==> src/rtl/pipeline_hazard_ctrl.sv <==
// Stall/flush scheduler for the 4-stage pipeline (Fetch, RegFile Read, Execute, RegFile Write).
// Tracks pending register writes and holds stage 2 on RAW/WAW hazards.
// Squashes the younger stages for BR_PENALTY cycles after a taken branch.
// Optional feature macro: HAZARD_PERF_EN adds saturating stall/flush cycle counters;
// without it stall_cycles/flush_cycles are tied to zero and no counter flops exist.
module pipeline_hazard_ctrl #(
  parameter int unsigned NUM_REGS   = 8,
  parameter int unsigned REG_W      = 3,
  parameter int unsigned BR_PENALTY = 2,
  parameter int unsigned PERF_W     = 16
) (
  input  logic              clk,
  input  logic              reset,
  input  logic              id_valid,
  input  logic [REG_W-1:0]  id_src_a,
  input  logic [REG_W-1:0]  id_src_b,
  input  logic              id_use_a,
  input  logic              id_use_b,
  input  logic [REG_W-1:0]  id_dst,
  input  logic              id_dst_wr,
  input  logic              ex_br_valid,
  input  logic              ex_br_taken,
  input  logic              wb_wr,
  input  logic [REG_W-1:0]  wb_dst,
  output logic              pc_enable,
  output logic              if_id_enable,
  output logic              if_id_flush,
  output logic              id_ex_bubble,
  output logic              issue,
  output logic [PERF_W-1:0] stall_cycles,
  output logic [PERF_W-1:0] flush_cycles
);

  localparam int unsigned CNT_W = 3;

  localparam logic [1:0] ST_RUN   = 2'd0;
  localparam logic [1:0] ST_STALL = 2'd1;
  localparam logic [1:0] ST_FLUSH = 2'd2;

  localparam logic [CNT_W-1:0] FLUSH_LOAD = CNT_W'(BR_PENALTY - 1);

  // Elaboration-time sanity on parameters
  generate
    if (BR_PENALTY < 1 || BR_PENALTY > 7) begin : g_bad_penalty
      $error("BR_PENALTY must be in 1..7");
    end
    if ((2 ** REG_W) < NUM_REGS) begin : g_bad_reg_w
      $error("REG_W too narrow for NUM_REGS");
    end
  endgenerate

  logic [1:0]          state;
  logic [1:0]          state_nxt;
  logic [CNT_W-1:0]    flush_cnt;
  logic [CNT_W-1:0]    flush_cnt_nxt;
  logic [NUM_REGS-1:0] pending;
  logic [NUM_REGS-1:0] pending_nxt;
  logic [NUM_REGS-1:0] pend_eff;
  logic                br_take;
  logic                hazard;

  // Look up a scoreboard bit; indices beyond NUM_REGS are never pending
  function automatic logic reg_pend(input logic [NUM_REGS-1:0] vec,
                                    input logic [REG_W-1:0]    idx);
    logic hit;
    hit = 1'b0;
    for (int unsigned r = 0; r < NUM_REGS; r++) begin
      if (idx == REG_W'(r)) hit = vec[r];
    end
    return hit;
  endfunction

  assign br_take = ex_br_valid & ex_br_taken;

  // Effective pending view: a same-cycle writeback resolves the hazard (write-before-read regfile)
  always_comb begin
    pend_eff = '0;
    for (int unsigned r = 0; r < NUM_REGS; r++) begin
      pend_eff[r] = pending[r] & ~(wb_wr & (wb_dst == REG_W'(r)));
    end
  end

  // RAW on either used source, WAW on the destination
  always_comb begin
    hazard = id_valid & ((id_use_a  & reg_pend(pend_eff, id_src_a)) |
                         (id_use_b  & reg_pend(pend_eff, id_src_b)) |
                         (id_dst_wr & reg_pend(pend_eff, id_dst)));
  end

  // Next-state and pipeline control outputs; taken branch dominates, reset forces a safe pattern
  always_comb begin
    state_nxt     = state;
    flush_cnt_nxt = flush_cnt;
    pc_enable     = 1'b1;
    if_id_enable  = 1'b1;
    if_id_flush   = 1'b0;
    id_ex_bubble  = 1'b1;
    issue         = 1'b0;

    if (br_take) begin
      if_id_flush   = 1'b1;
      state_nxt     = ST_FLUSH;
      flush_cnt_nxt = FLUSH_LOAD;
    end else begin
      case (state)
        ST_FLUSH: begin
          if_id_flush = 1'b1;
          if (flush_cnt == '0) begin
            state_nxt = ST_RUN;
          end else begin
            flush_cnt_nxt = flush_cnt - CNT_W'(1);
          end
        end
        default: begin
          // RUN and STALL share behaviour: stall while hazard, issue as soon as it clears
          if (hazard) begin
            pc_enable    = 1'b0;
            if_id_enable = 1'b0;
            state_nxt    = ST_STALL;
          end else begin
            issue        = id_valid;
            id_ex_bubble = ~id_valid;
            state_nxt    = ST_RUN;
          end
        end
      endcase
    end

    if (!reset) begin
      pc_enable    = 1'b0;
      if_id_enable = 1'b0;
      if_id_flush  = 1'b1;
      id_ex_bubble = 1'b1;
      issue        = 1'b0;
    end
  end

  // Scoreboard update: writeback clears, an issuing writer sets; set wins on collision
  always_comb begin
    pending_nxt = pending;
    for (int unsigned r = 0; r < NUM_REGS; r++) begin
      if (wb_wr && (wb_dst == REG_W'(r))) pending_nxt[r] = 1'b0;
      if (issue && id_dst_wr && (id_dst == REG_W'(r))) pending_nxt[r] = 1'b1;
    end
  end

  // State, flush counter and scoreboard registers
  always_ff @(posedge clk) begin
    if (!reset) begin
      state     <= ST_RUN;
      flush_cnt <= '0;
      pending   <= '0;
    end else begin
      state     <= state_nxt;
      flush_cnt <= flush_cnt_nxt;
      pending   <= pending_nxt;
    end
  end

`ifdef HAZARD_PERF_EN
  logic              stall_evt;
  logic              flush_evt;
  logic [PERF_W-1:0] stall_q;
  logic [PERF_W-1:0] flush_q;

  assign stall_evt = reset & ~br_take & (state != ST_FLUSH) & hazard;
  assign flush_evt = reset & if_id_flush;

  // Saturating performance counters
  always_ff @(posedge clk) begin
    if (!reset) begin
      stall_q <= '0;
      flush_q <= '0;
    end else begin
      if (stall_evt && (stall_q != '1)) stall_q <= stall_q + PERF_W'(1);
      if (flush_evt && (flush_q != '1)) flush_q <= flush_q + PERF_W'(1);
    end
  end

  assign stall_cycles = stall_q;
  assign flush_cycles = flush_q;
`else
  assign stall_cycles = '0;
  assign flush_cycles = '0;
`endif

endmodule
==> config.mk <==
export PLATFORM = sky130hd
export DESIGN_NAME = pipeline_hazard_ctrl
export DESIGN_NICKNAME = d
export VERILOG_FILES = /design/src/rtl/pipeline_hazard_ctrl.sv
export SDC_FILE = /design/constraint.sdc
export NUM_CORES = 1
export LEC_CHECK = 0
export ABC_CLOCK_PERIOD_IN_PS = 1800
export BUFFER_PORTS_ARGS = -buffer_cell sky130_fd_sc_hd__buf_2
export CAP_MARGIN = 30
export CORE_MARGIN = 2
export CORE_UTILIZATION = 44
export CTS_BUF_LIST = sky130_fd_sc_hd__clkbuf_8
export CTS_CLUSTER_SIZE = 14
export DETAILED_ROUTE_END_ITERATION = 16
export GPL_TIMING_DRIVEN = 0
export PLACE_DENSITY = 0.79
export SKIP_LAST_GASP = 1
export SYNTH_ARGS = -nofsm -noshare
export SYNTH_HDL_FRONTEND = slang
export SYNTH_SLANG_ARGS = --single-unit
export TNS_END_PERCENT = 100
==> constraint.sdc <==
create_clock -name clk -period 1.8 [get_ports clk]
set_input_delay 0 -clock clk [delete_from_list [all_inputs] [get_ports clk]]
set_output_delay 0 -clock clk [all_outputs]
set_load 0.05 [all_outputs]
==> flow_results.xml <==
<?xml version="1.0" encoding="UTF-8"?>
<metrics>
  <group name="run_status">
    <metric name="result_of_the_run" unit="">finished with violations</metric>
    <metric name="failed_checks" unit="">setup timing</metric>
  </group>
  <group name="placement">
    <metric name="detailedPlace.worstSlack" unit="ns">-0.497</metric>
    <metric name="dpl.cell_count" unit="">244</metric>
    <metric name="buffer_ports.inserted" unit="">25</metric>
    <metric name="place_congestion" unit="">0.837</metric>
    <metric name="place_area" unit="um^2">1550</metric>
    <metric name="hpwlAfterDp" unit="um">2190</metric>
  </group>
  <group name="setup_path">
    <metric name="worst_setup_path_endpoint" unit="">pc_enable</metric>
    <metric name="r2r_start" unit="">pending[4]</metric>
    <metric name="worst_r2r_endpoint" unit="">pending[6]</metric>
    <metric name="setup.worst_path.start_class" unit="">input port</metric>
    <metric name="ff2ff_setup_slack" unit="ns">0.06</metric>
    <metric name="ff2ff_path_depth" unit="">6</metric>
    <metric name="worst-endpoint-arrival" unit="ns">2.05</metric>
    <metric name="cp.required" unit="ns">1.80</metric>
    <metric name="timing.critical_path.fanout_max" unit="">3</metric>
    <metric name="worst_setup_path_startpoint" unit="">wb_dst[2]</metric>
    <metric name="setup.worst_path.class" unit="">input port to output port</metric>
    <metric name="timing.critical_path.to_type" unit="">output port</metric>
  </group>
  <group name="clock_tree">
    <metric name="total_number_of_clock_tree_sinks" unit="">13</metric>
    <metric name="cts_made_buffers" unit="">3</metric>
    <metric name="count_of_h_tree_levels_built_during_cts" unit="">1</metric>
    <metric name="cts.clk_slew.worst_paths" unit="ns">0.05</metric>
    <metric name="clock-root-buffer" unit="">sky130_fd_sc_hd__clkbuf_8</metric>
    <metric name="insertion_delay" unit="ns">0.24</metric>
    <metric name="clock_path_buffers" unit="">2</metric>
    <metric name="tritoncts" unit="">built</metric>
  </group>
  <group name="global_routing">
    <metric name="grt_pass1_vias" unit="">1013</metric>
    <metric name="antenna_found_initial" unit="">0</metric>
    <metric name="grt_start_max_net_pins" unit="">11</metric>
    <metric name="global_route_wire_length_before_repair" unit="um">4420</metric>
    <metric name="grt_use_total" unit="">0.170</metric>
    <metric name="grt.overflow.total" unit="">0</metric>
  </group>
  <group name="synth">
    <metric name="synth_enable_flop_cells" unit="">0</metric>
    <metric name="yosysUniqueCellTypes" unit="">39</metric>
    <metric name="netlist_instances" unit="">157</metric>
    <metric name="synth_area_per_cell" unit="um^2">7.93</metric>
    <metric name="synth_area_in_simple_gates" unit="">0.333</metric>
    <metric name="complex_gate_fraction_of_the_synthesized_area" unit="">0.162</metric>
    <metric name="ys.flop_type" unit="">sky130_fd_sc_hd__dfxtp_1</metric>
    <metric name="seq_total_area_yosys" unit="">0.209</metric>
    <metric name="synth_xor_area_frac" unit="">0.0141</metric>
    <metric name="yosys_warnings" unit="">0</metric>
    <metric name="synth_mux_area_frac" unit="">0.0362</metric>
    <metric name="syn_area" unit="um^2">1240</metric>
    <metric name="synth_top_family_by_area" unit="">simple AND/OR/NAND/NOR gates</metric>
    <metric name="yosys_register_bits" unit="">13</metric>
    <metric name="synthArstFlopShare" unit="">0</metric>
    <metric name="synth_adder_area_share" unit="">0.0201</metric>
  </group>
  <group name="drt">
    <metric name="routed-via-count" unit="">1200</metric>
    <metric name="route.antenna.remaining_nets" unit="">0</metric>
    <metric name="dr.first_iter.drc_count" unit="">40</metric>
    <metric name="detailed_route_wire_length_per_cell" unit="um">11.1</metric>
    <metric name="routed_wl" unit="um">2790</metric>
    <metric name="route.detailed.vias_per_inst" unit="">4.78</metric>
    <metric name="number_of_iterations_in_the_first_detailed_routing_pass" unit="">4</metric>
    <metric name="drc" unit="">0</metric>
  </group>
  <group name="finish">
    <metric name="insertedDiodeCount" unit="">0</metric>
    <metric name="post_route_cells_drive_above_1_share" unit="">0.336</metric>
    <metric name="layout.cells.non_filler" unit="">251</metric>
    <metric name="seq_area" unit="um^2">260</metric>
    <metric name="nets" unit="">244</metric>
    <metric name="area_of_the_multi_input_gates" unit="um^2">845</metric>
    <metric name="final_design_area_no_fill" unit="um^2">1680</metric>
    <metric name="utilization_of_the_core_after_routing" unit="">0.619</metric>
    <metric name="layout_overhead_on_the_synthesized_area" unit="%">34.8</metric>
    <metric name="fill_cells" unit="">260</metric>
  </group>
  <group name="die">
    <metric name="chipHeight" unit="um">57.2</metric>
    <metric name="initial_core_util" unit="">0.459</metric>
    <metric name="chipWidth" unit="um">57.2</metric>
    <metric name="ios" unit="">58</metric>
    <metric name="core" unit="um^2">2710</metric>
    <metric name="number_of_rows_created_at_floorplan" unit="">19</metric>
    <metric name="area_of_the_die" unit="um^2">3270</metric>
  </group>
  <group name="job">
    <metric name="timing.max_cap.violations" unit="">0</metric>
  </group>
  <group name="timing">
    <metric name="achievable-frequency" unit="MHz">488</metric>
    <metric name="layout_setup_ws" unit="ns">-0.251</metric>
    <metric name="hold_slack" unit="ns">0.00932</metric>
    <metric name="totalNegativeSetupSlack" unit="ns">-0.771</metric>
    <metric name="finalSetupViolCount" unit="">4</metric>
    <metric name="period_utilization_post_route" unit="">1.14</metric>
    <metric name="final_period_minus_worst_setup_slack" unit="ns">2.05</metric>
    <metric name="grt_setup_unrepaired" unit="">true</metric>
    <metric name="clock_skew" unit="ns">0.00375</metric>
    <metric name="fin_hold_viols" unit="">0</metric>
    <metric name="report.final.slew_viol_count" unit="">0</metric>
  </group>
  <group name="power_and_ir_drop">
    <metric name="p_total" unit="mW">0.956</metric>
    <metric name="total_leakage_power" unit="nW">0.790</metric>
    <metric name="total_power_per_unit_cell_area" unit="nW/um^2">570</metric>
    <metric name="max-vdd-ir-drop" unit="uV">548</metric>
  </group>
  <group name="min_path">
    <metric name="timing.hold.worst.class" unit="">input port to flip-flop</metric>
  </group>
</metrics>
## worst min path at each step
stage / startpoint / endpoint / slack, ns / depth (start not counted)
after floorplan: ex_br_taken / state[1] / 0.14 / 2
after global placement: ex_br_taken / state[1] / 0.25 / 3
after detailed placement: ex_br_taken / state[1] / 0.26 / 3
after CTS: ex_br_taken / state[1] / 0.008 / 3
after global routing: ex_br_taken / state[1] / 0.03 / 3
final: ex_br_taken / state[1] / 0.009 / 3
## synthesized netlist by cell type (4+ instances only)
library cell,instances,area [um^2]
sky130_fd_sc_hd__dfxtp_1,13,260
sky130_fd_sc_hd__nand3_1,9,45.0
sky130_fd_sc_hd__a21oi_1,7,35.0
sky130_fd_sc_hd__buf_4,33,248
sky130_fd_sc_hd__nor2_1,8,30.0
sky130_fd_sc_hd__nand2_1,12,45.0
sky130_fd_sc_hd__o21ai_1,4,20.0
sky130_fd_sc_hd__and2_1,7,43.8
sky130_fd_sc_hd__nand2b_1,5,31.3
sky130_fd_sc_hd__nor2b_1,5,31.3
sky130_fd_sc_hd__inv_1,6,22.5
sky130_fd_sc_hd__nand4_1,5,31.3
## what timing repair did
item	4_1_cts	5_1_grt
setup buffers	3	1
pin swaps	2	1
setup endpoints to repair	4	10
resized for setup	17	4
endpoints found under the hold margin	0	0
hold buffers	0	0
## flip-flops by register name (all words and copies together), names as in the netlist
name       flops
pending        8
flush_cnt      3
state          2
## cells in the final DEF (no fill, tap or decap), types with 3 or more instances in the layout
| master | count |
|---|---|
| sky130_fd_sc_hd__buf_4 | 36 |
| sky130_fd_sc_hd__conb_1 | 32 |
| sky130_fd_sc_hd__buf_2 | 17 |
| sky130_fd_sc_hd__dfxtp_1 | 13 |
| sky130_fd_sc_hd__nand2_1 | 12 |
| sky130_fd_sc_hd__nand3_1 | 9 |
| sky130_fd_sc_hd__nor2_1 | 8 |
| sky130_fd_sc_hd__and2_1 | 8 |
| sky130_fd_sc_hd__a21oi_1 | 7 |
| sky130_fd_sc_hd__inv_1 | 6 |
| sky130_fd_sc_hd__nand2b_1 | 5 |
| sky130_fd_sc_hd__nor2b_1 | 5 |
| sky130_fd_sc_hd__nand4_1 | 5 |
| sky130_fd_sc_hd__buf_6 | 5 |
| sky130_fd_sc_hd__nand4bb_1 | 3 |
| sky130_fd_sc_hd__nand4b_1 | 3 |
| sky130_fd_sc_hd__nand3b_1 | 3 |
| sky130_fd_sc_hd__or4_1 | 3 |
| sky130_fd_sc_hd__o21ai_1 | 3 |
| sky130_fd_sc_hd__clkbuf_8 | 3 |
| sky130_fd_sc_hd__buf_8 | 3 |
## logic make-up after synthesis
group	count (synthesis)
muxes	2
adders and majority gates	2
AOI/OAI and AO/OA	27
other	1
and+or+nand+nor	69
DFF	13
xor gates and xnor gates	2
buffers and inverters	41
## cell type report
type / instances / share of cell area
inverter: 6 / 0.0149
clock inverter: 1 / 0.00224
multi-input combinational: 134 / 0.503
sequential: 13 / 0.155
tap: 31 / 0.0231
buffer: 35 / 0.154
timing repair buffer: 28 / 0.122
clock buffer: 3 / 0.0246
## worst max-delay path, stage by stage
cell and delay (ns):
sky130_fd_sc_hd__buf_8 0.10, sky130_fd_sc_hd__or4b_4 0.53, sky130_fd_sc_hd__and2_4 0.15, sky130_fd_sc_hd__mux4_2 0.47, sky130_fd_sc_hd__a22oi_4 0.25, sky130_fd_sc_hd__nand3_4 0.12, sky130_fd_sc_hd__a41oi_4 0.18, sky130_fd_sc_hd__buf_6 0.13
sky130_fd_sc_hd__buf_8 0.13
## power by group
part	internal, mW	switching (mW)	leakage, nW	total (mW)
clock network	0.151	0.104	0.0269	0.254
registers	0.294	0.00279	0.105	0.297
logic	0.132	0.273	0.658	0.405
total	0.577	0.379	0.790	0.956
## per-layer routing
layer | up-vias | global-route usage | share of wire
met5 | - | 0 | 0
met4 | 0 | 0.0698 | 0.024
met3 | 8 | 0.0159 | 0.068
met2 | 47 | 0.281 | 0.46
met1 | 517 | 0.228 | 0.45
li1 | 628 | - | -
(Power assumes the default switching activity.)
